<file path="src/rtl/pipe_stage_reg_pkg.sv">
// Shared constants for the pipeline stage register: occupancy codes and
// performance counter width/limit.
package pipe_pkg;

    localparam logic [1:0] OCC_EMPTY = 2'd0;
    localparam logic [1:0] OCC_ONE   = 2'd1;
    localparam logic [1:0] OCC_FULL  = 2'd2;

    localparam int PERF_W = 32;
    localparam logic [PERF_W-1:0] PERF_MAX = {PERF_W{1'b1}};

    // State values double as the reported occupancy.
    typedef enum logic [1:0] {
        ST_EMPTY = OCC_EMPTY,
        ST_ONE   = OCC_ONE,
        ST_FULL  = OCC_FULL
    } state_t;

endpackage

</file>
<file path="src/rtl/pipe_stage_reg_if.sv">
// Valid/ready handshake bundle for one pipeline stage: upstream side (in_*)
// and downstream side (out_*). The stage itself uses the slave modport.
interface pipe_stage_reg_if #(parameter int DATA_W = 32);

    logic              in_valid;
    logic              in_ready;
    logic [DATA_W-1:0] in_data;
    logic              out_valid;
    logic              out_ready;
    logic [DATA_W-1:0] out_data;

    modport master (
        output in_valid, in_data, out_ready,
        input  in_ready, out_valid, out_data
    );

    modport slave (
        input  in_valid, in_data, out_ready,
        output in_ready, out_valid, out_data
    );

endinterface

</file>
<file path="src/rtl/pipe_stage_reg_sat_cnt.sv">
// Saturating PERF_W-bit event counter, cleared only by reset.
module pipe_sat_cnt
    import pipe_pkg::*;
(
    input  logic              clk,
    input  logic              reset,
    input  logic              i_en,
    output logic [PERF_W-1:0] o_count
);

    logic [PERF_W-1:0] r_count;

    always_ff @(posedge clk or posedge reset) begin
        if (reset) begin
            r_count <= '0;
        end else if (i_en && (r_count != PERF_MAX)) begin
            r_count <= r_count + 1'b1;
        end
    end

    assign o_count = r_count;

endmodule

</file>
<file path="src/rtl/pipe_stage_reg.sv">
// Two-entry skid-buffered pipeline stage register with flush and bubble zeroing.
// Optional performance counters are enabled by defining PIPE_STAGE_PERF_EN.
module pipe_stage_reg
    import pipe_pkg::*;
#(
    parameter int DATA_W      = 32,
    parameter bit BUBBLE_ZERO = 1'b1
) (
    input  logic              clk,
    input  logic              reset,
    input  logic              flush,
    pipe_stage_reg_if.slave   bus,
    output logic [1:0]        occ,
    output logic [PERF_W-1:0] perf_stall,
    output logic [PERF_W-1:0] perf_bubble
);

    state_t            r_state;
    state_t            w_state_nxt;
    logic              r_in_ready;
    logic [DATA_W-1:0] r_main_data;
    logic [DATA_W-1:0] r_skid_data;

    logic w_in_fire;
    logic w_out_fire;
    logic w_out_valid;
    logic w_load_main_in;
    logic w_load_main_skid;
    logic w_load_skid;
    logic w_clear_main;
    logic w_clear_skid;

    assign w_out_valid = (r_state != ST_EMPTY);
    assign w_in_fire   = bus.in_valid & r_in_ready;
    assign w_out_fire  = w_out_valid & bus.out_ready;

    always_ff @(posedge clk or posedge reset) begin
        if (reset) begin
            r_state    <= ST_EMPTY;
            r_in_ready <= 1'b1;
        end else begin
            r_state    <= w_state_nxt;
            r_in_ready <= (w_state_nxt != ST_FULL);
        end
    end

    // Flush overrides everything, including an input offered in the same cycle.
    always_comb begin
        w_state_nxt      = r_state;
        w_load_main_in   = 1'b0;
        w_load_main_skid = 1'b0;
        w_load_skid      = 1'b0;
        w_clear_main     = 1'b0;
        w_clear_skid     = 1'b0;
        if (flush) begin
            w_state_nxt  = ST_EMPTY;
            w_clear_main = 1'b1;
            w_clear_skid = 1'b1;
        end else begin
            case (r_state)
                ST_EMPTY: begin
                    if (w_in_fire) begin
                        w_state_nxt    = ST_ONE;
                        w_load_main_in = 1'b1;
                    end
                end
                ST_ONE: begin
                    if (w_in_fire && w_out_fire) begin
                        w_load_main_in = 1'b1;
                    end else if (w_in_fire) begin
                        w_state_nxt = ST_FULL;
                        w_load_skid = 1'b1;
                    end else if (w_out_fire) begin
                        w_state_nxt  = ST_EMPTY;
                        w_clear_main = BUBBLE_ZERO;
                    end
                end
                ST_FULL: begin
                    if (w_out_fire) begin
                        w_state_nxt      = ST_ONE;
                        w_load_main_skid = 1'b1;
                        w_clear_skid     = 1'b1;
                    end
                end
                default: begin
                    w_state_nxt  = ST_EMPTY;
                    w_clear_main = 1'b1;
                    w_clear_skid = 1'b1;
                end
            endcase
        end
    end

    always_ff @(posedge clk or posedge reset) begin
        if (reset) begin
            r_main_data <= '0;
            r_skid_data <= '0;
        end else begin
            if (w_clear_main) begin
                r_main_data <= '0;
            end else if (w_load_main_in) begin
                r_main_data <= bus.in_data;
            end else if (w_load_main_skid) begin
                r_main_data <= r_skid_data;
            end

            if (w_clear_skid) begin
                r_skid_data <= '0;
            end else if (w_load_skid) begin
                r_skid_data <= bus.in_data;
            end
        end
    end

    assign bus.in_ready  = r_in_ready;
    assign bus.out_valid = w_out_valid;
    assign bus.out_data  = r_main_data;
    assign occ           = r_state;

`ifdef PIPE_STAGE_PERF_EN
    pipe_sat_cnt u_stall_cnt (
        .clk     (clk),
        .reset   (reset),
        .i_en    (w_out_valid & ~bus.out_ready),
        .o_count (perf_stall)
    );

    pipe_sat_cnt u_bubble_cnt (
        .clk     (clk),
        .reset   (reset),
        .i_en    (~w_out_valid & bus.out_ready),
        .o_count (perf_bubble)
    );
`else
    assign perf_stall  = '0;
    assign perf_bubble = '0;
`endif

endmodule
</file>
<file path="src/flat_wrapper.sv">
// flat-port wrapper written by rule: the top's interface ports become plain ports
module pipe_stage_reg_flat import pipe_pkg::*;
#(
    parameter int DATA_W      = 32,
    parameter bit BUBBLE_ZERO = 1'b1
)
  (clk, reset, flush, occ, perf_stall, perf_bubble, bus_in_valid, bus_in_data, bus_out_ready, bus_in_ready, bus_out_valid, bus_out_data);
  pipe_stage_reg_if #(.DATA_W(DATA_W)) bus_i ();
  input  logic clk;
  input  logic reset;
  input  logic flush;
  output logic [1:0] occ;
  output logic [PERF_W-1:0] perf_stall;
  output logic [PERF_W-1:0] perf_bubble;
  input wire logic [$bits(bus_i.in_valid)-1:0] bus_in_valid;
  input wire logic [$bits(bus_i.in_data)-1:0] bus_in_data;
  input wire logic [$bits(bus_i.out_ready)-1:0] bus_out_ready;
  output wire logic [$bits(bus_i.in_ready)-1:0] bus_in_ready;
  output wire logic [$bits(bus_i.out_valid)-1:0] bus_out_valid;
  output wire logic [$bits(bus_i.out_data)-1:0] bus_out_data;
  assign bus_i.in_valid = bus_in_valid;
  assign bus_i.in_data = bus_in_data;
  assign bus_i.out_ready = bus_out_ready;
  assign bus_in_ready = bus_i.in_ready;
  assign bus_out_valid = bus_i.out_valid;
  assign bus_out_data = bus_i.out_data;
  pipe_stage_reg #(.DATA_W(DATA_W), .BUBBLE_ZERO(BUBBLE_ZERO)) u_core (.clk(clk), .reset(reset), .flush(flush), .bus(bus_i), .occ(occ), .perf_stall(perf_stall), .perf_bubble(perf_bubble));
endmodule
</file>
<file path="config.mk">
export PLATFORM = sky130hd
export DESIGN_NAME = pipe_stage_reg_flat
export DESIGN_NICKNAME = d
export VERILOG_FILES = /design/src/rtl/pipe_stage_reg_pkg.sv /design/src/rtl/pipe_stage_reg_if.sv /design/src/rtl/pipe_stage_reg_sat_cnt.sv /design/src/rtl/pipe_stage_reg.sv /design/src/flat_wrapper.sv
export SDC_FILE = /design/constraint.sdc
export NUM_CORES = 1
export LEC_CHECK = 0
export BUFFER_PORTS_ARGS = -buffer_cell sky130_fd_sc_hd__buf_4
export CORE_ASPECT_RATIO = 1.1
export CORE_MARGIN = 4
export CORE_UTILIZATION = 52
export DETAILED_ROUTE_END_ITERATION = 10
export HOLD_SLACK_MARGIN = 0.08
export PLACE_DENSITY = 0.86
export SLEW_MARGIN = 20
export SYNTH_ARGS = -nofsm -noshare
export SYNTH_HDL_FRONTEND = slang
export SYNTH_SLANG_ARGS = --single-unit
</file>
<file path="constraint.sdc">
create_clock -name clk -period 3.28 [get_ports clk]
set_clock_uncertainty 0.05 [all_clocks]
set_input_delay 0.164 -clock clk [delete_from_list [all_inputs] [get_ports clk]]
set_output_delay 0.164 -clock clk [all_outputs]
set_load 0.01 [all_outputs]
</file>
==> results.sh <==
export IMPL_status="complete, no violations"
export IMPL_drc=0
export IMPL_gp_congestion=0.7688
export IMPL_seqPwrFrac_pct=50.5
export IMPL_leakagePower_nw=2.226
export IMPL_start_util_pct=53.58
export IMPL_ant_nets=0
export IMPL_dpl_instance_area_um2=3676
export IMPL_cts_tree="yes"
export IMPL_cts_num_sinks=67
export IMPL_post_cts_buffers=0
export IMPL_nNetsFinal=411
export IMPL_syn2layout_area_growth_pct=26.63
export IMPL_yosysWarnings=0
export IMPL_final_hold_viol_count=0
export IMPL_cts_buffers=9
export IMPL_routed_via_density=5.142
export IMPL_ys_seq_area_share_pct=50.87
export IMPL_dieArea_um2=7682
export IMPL_cp_end_kind="flip-flop"
export IMPL_globalRouteTotalUtil_pct=19.87
export IMPL_path_class="reg -> reg"
export IMPL_drive_gt1_share_pct=27.44
export IMPL_rsz0062_at_grt="false"
export IMPL_grt_pass1_wl_mm=12.28
export IMPL_min_path_cells=4
export IMPL_cp_top_family="simple AND/OR/NAND/NOR gates"
export IMPL_cap_viol_max_count=0
export IMPL_critPathMaxFanout=32
export IMPL_synth_area_um2=3298
export IMPL_fmax_mhz=412.8
export IMPL_grt_max_degree=44
export IMPL_drt_iter0_drc=105
export IMPL_hp_class="in -> reg"
export IMPL_holdBufCountCts=34
export IMPL_crit_slowest_cell="or4_2"
export IMPL_pin_count=137
export IMPL_antenna_found_initial=0
export IMPL_design_area_um2=4177
export IMPL_wirelength_mm=7.405
export IMPL_crit_buf_inv=0
export IMPL_synth_distinct_cells=27
export IMPL_cts_root_buffer="clkbuf_8"
export IMPL_clockBufferDepth=2
export IMPL_p_switching_mw=0.4781
export IMPL_crit_arrival_ns=2.56
export IMPL_setup_tns_final_ns=0
export IMPL_powerDensity_nw_per_um2=411.5
export IMPL_dieWidth_um=83.94
export IMPL_cp_start_kind="flip-flop"
export IMPL_finalSetupViolCount=0
export IMPL_critPathMaxStageDelay_ns=1.11
export IMPL_h_tree_depth=3
export IMPL_core_um2=6156
export IMPL_reg2regPathDepth=4
export IMPL_routedWlPerCell_um=16.13
export IMPL_fin_crit_ns=2.422
export IMPL_vdd_drop_max_v=0.0002170
export IMPL_post_cts_resize_count=0
export IMPL_syn_area_per_cell_um2=12.31
export IMPL_slew_viol_final=0
export IMPL_cp_num_cells=4
export IMPL_overflow=0
export IMPL_clkTransAtPathRegs_ns=0.07
export IMPL_ys_ff_latch=67
export IMPL_die_height_um=91.53
export IMPL_p_int_mw=1.240
export IMPL_path_cells="nand2_2 -> or4_2 -> mux2i_1 -> o2bb2ai_1"
export IMPL_cp_data_required_time_ns=3.42
export IMPL_relSlewSlack_pct=34.99
export IMPL_grt_pass1_vias=2436
export IMPL_fin_crit_sh_pct=73.85
export IMPL_tightest_slew_ns=0.9751
export IMPL_vias=2360
export IMPL_dp_hpwl_mm=4.864
export IMPL_p_sw_share_pct=27.82
export IMPL_port_buffers=72
export IMPL_p_total_mw=1.718
export IMPL_nFillCells=475
export IMPL_syn_inst=268
export IMPL_first_pass_iters=4
export IMPL_clk_latency_ns=0.33
export IMPL_pwr_share_comb_pct=16.3
export IMPL_clockPowerShare_pct=33.2
export IMPL_num_rows=30
export IMPL_diodes=0
==> state kept, by name (all words and copies together), names as in the netlist <==
signal	cells
u_core.bus.out_data	32
u_core.r_skid_data	32
u_core.occ	2
u_core.bus.in_ready	1
==> cells in the mapped netlist, drive strengths merged <==
master   number  area (um2)
nor3          2       10.01
a22o         32       280.3
conb          1       3.750
a211oi        1       12.51
o21bai        2       15.01
dfstp         1       26.28
o21a          1       7.510
nor2b         1       8.760
nor4b         1       15.01
nor2          2       7.510
and3b         1       8.760
or2           2       12.52
a21oi         2       10.01
dfrtp        66        1652
mux2i        33       330.3
buf          75       554.3
nand2         2       10.01
nor3b         1       7.510
clkbuf        6       22.52
inv           2       7.510
o22a          1       8.760
o2bb2ai      32       280.3
or4           1       7.510
==> cells in the final DEF (no fill, tap or decap), drive strengths merged, types with 2 or more instances in the layout <==
cell type / netlist / layout
or2: 2 / 2
o21bai: 2 / 2
conb: 1 / 64
a21oi: 2 / 2
buf: 75 / 79
nand2: 2 / 2
o2bb2ai: 32 / 32
dlygate4sd3: 0 / 34
dfrtp: 66 / 66
nor3: 2 / 2
clkbuf: 6 / 10
mux2i: 33 / 33
clkinv: 0 / 5
a22o: 32 / 32
nor2: 2 / 2
inv: 2 / 2
==> kinds of logic after synthesis <==
group	share of synthesized area [%]
AND/OR/NAND/NOR	2.656
AO/OA/AOI/OAI	18.63
other	0.1137
flip-flops	50.87
buffers and inverters	17.72
multiplexers	10.02
==> stage by stage <==
step	util (%)	setup slack, ns	hold slack [ns]	std cells
6_report	67.85	0.8578	0.2421	459
2_1_floorplan	-	1.385	0.1798	331
3_5_place_dp	59.72	0.8785	0.1845	409
3_3_place_gp	59.72	0.9254	0.1695	409
5_1_grt	67.85	0.7491	0.2549	459
4_1_cts	67.85	0.8647	0.2248	459
==> final timing paths <==
check | slack, ns | start | to
setup reg to reg | 0.86 | u_core.bus.in_ready$_DFF_PP1_ | u_core.bus.out_data[9]$_DFFE_PP0P_
hold reg to reg | 0.44 | u_core.bus.out_data[19]$_DFFE_PP0P_ | u_core.bus.out_data[19]$_DFFE_PP0P_
min in group asynchronous | 0.37 | reset | u_core.bus.out_data[22]$_DFFE_PP0P_
max in group asynchronous | 1.86 | reset | u_core.bus.in_ready$_DFF_PP1_
hold / removal | 0.24 | bus_out_ready | u_core.occ[0]$_DFF_PP0_
setup / recovery | 0.86 | u_core.bus.in_ready$_DFF_PP1_ | u_core.bus.out_data[9]$_DFFE_PP0P_
==> routing by layer <==
metal	wire, um	GRT usage [%]
met1	3084	25.12
met2	3676	32.23
met5	0	0
met3	525	5.354
met4	119	8.177
==> layout make-up <==
| class | instances | area [um2] | share of cell area (%) |
|---|---|---|---|
| Timing Repair Buffer | 113 | 933.4 | 22.35 |
| Multi-Input combinational cell | 181 | 1297 | 31.07 |
| Clock inverter | 6 | 32.53 | 0.7789 |
| Sequential cell | 67 | 1678 | 40.17 |
| Inverter | 2 | 7.507 | 0.1797 |
| Tap cell | 80 | 100.1 | 2.397 |
| Clock buffer | 10 | 127.6 | 3.056 |
==> worst min-delay path, delay by kind of cell <==
| family | cells | cell delay (ns) |
|---|---|---|
| buffers and inverters | 1 | 0.11 |
| and+or+nand+nor | 1 | 0.08 |
| muxes | 1 | 0.07 |
| AOI/OAI and AO/OA | 1 | 0.17 |
==> power groups by stage <==
| stage | Sequential (mW) | Clock, mW | Combinational [mW] |
|---|---|---|---|
| 2_1_floorplan | 0.884 | 0 | 0.200 |
| 3_3_place_gp | 0.881 | 0 | 0.240 |
| 3_5_place_dp | 0.882 | 0 | 0.245 |
| 4_1_cts | 0.867 | 0.585 | 0.278 |
| 5_1_grt | 0.870 | 0.620 | 0.306 |
| 6_report | 0.867 | 0.571 | 0.280 |
(Power assumes the default switching activity.)
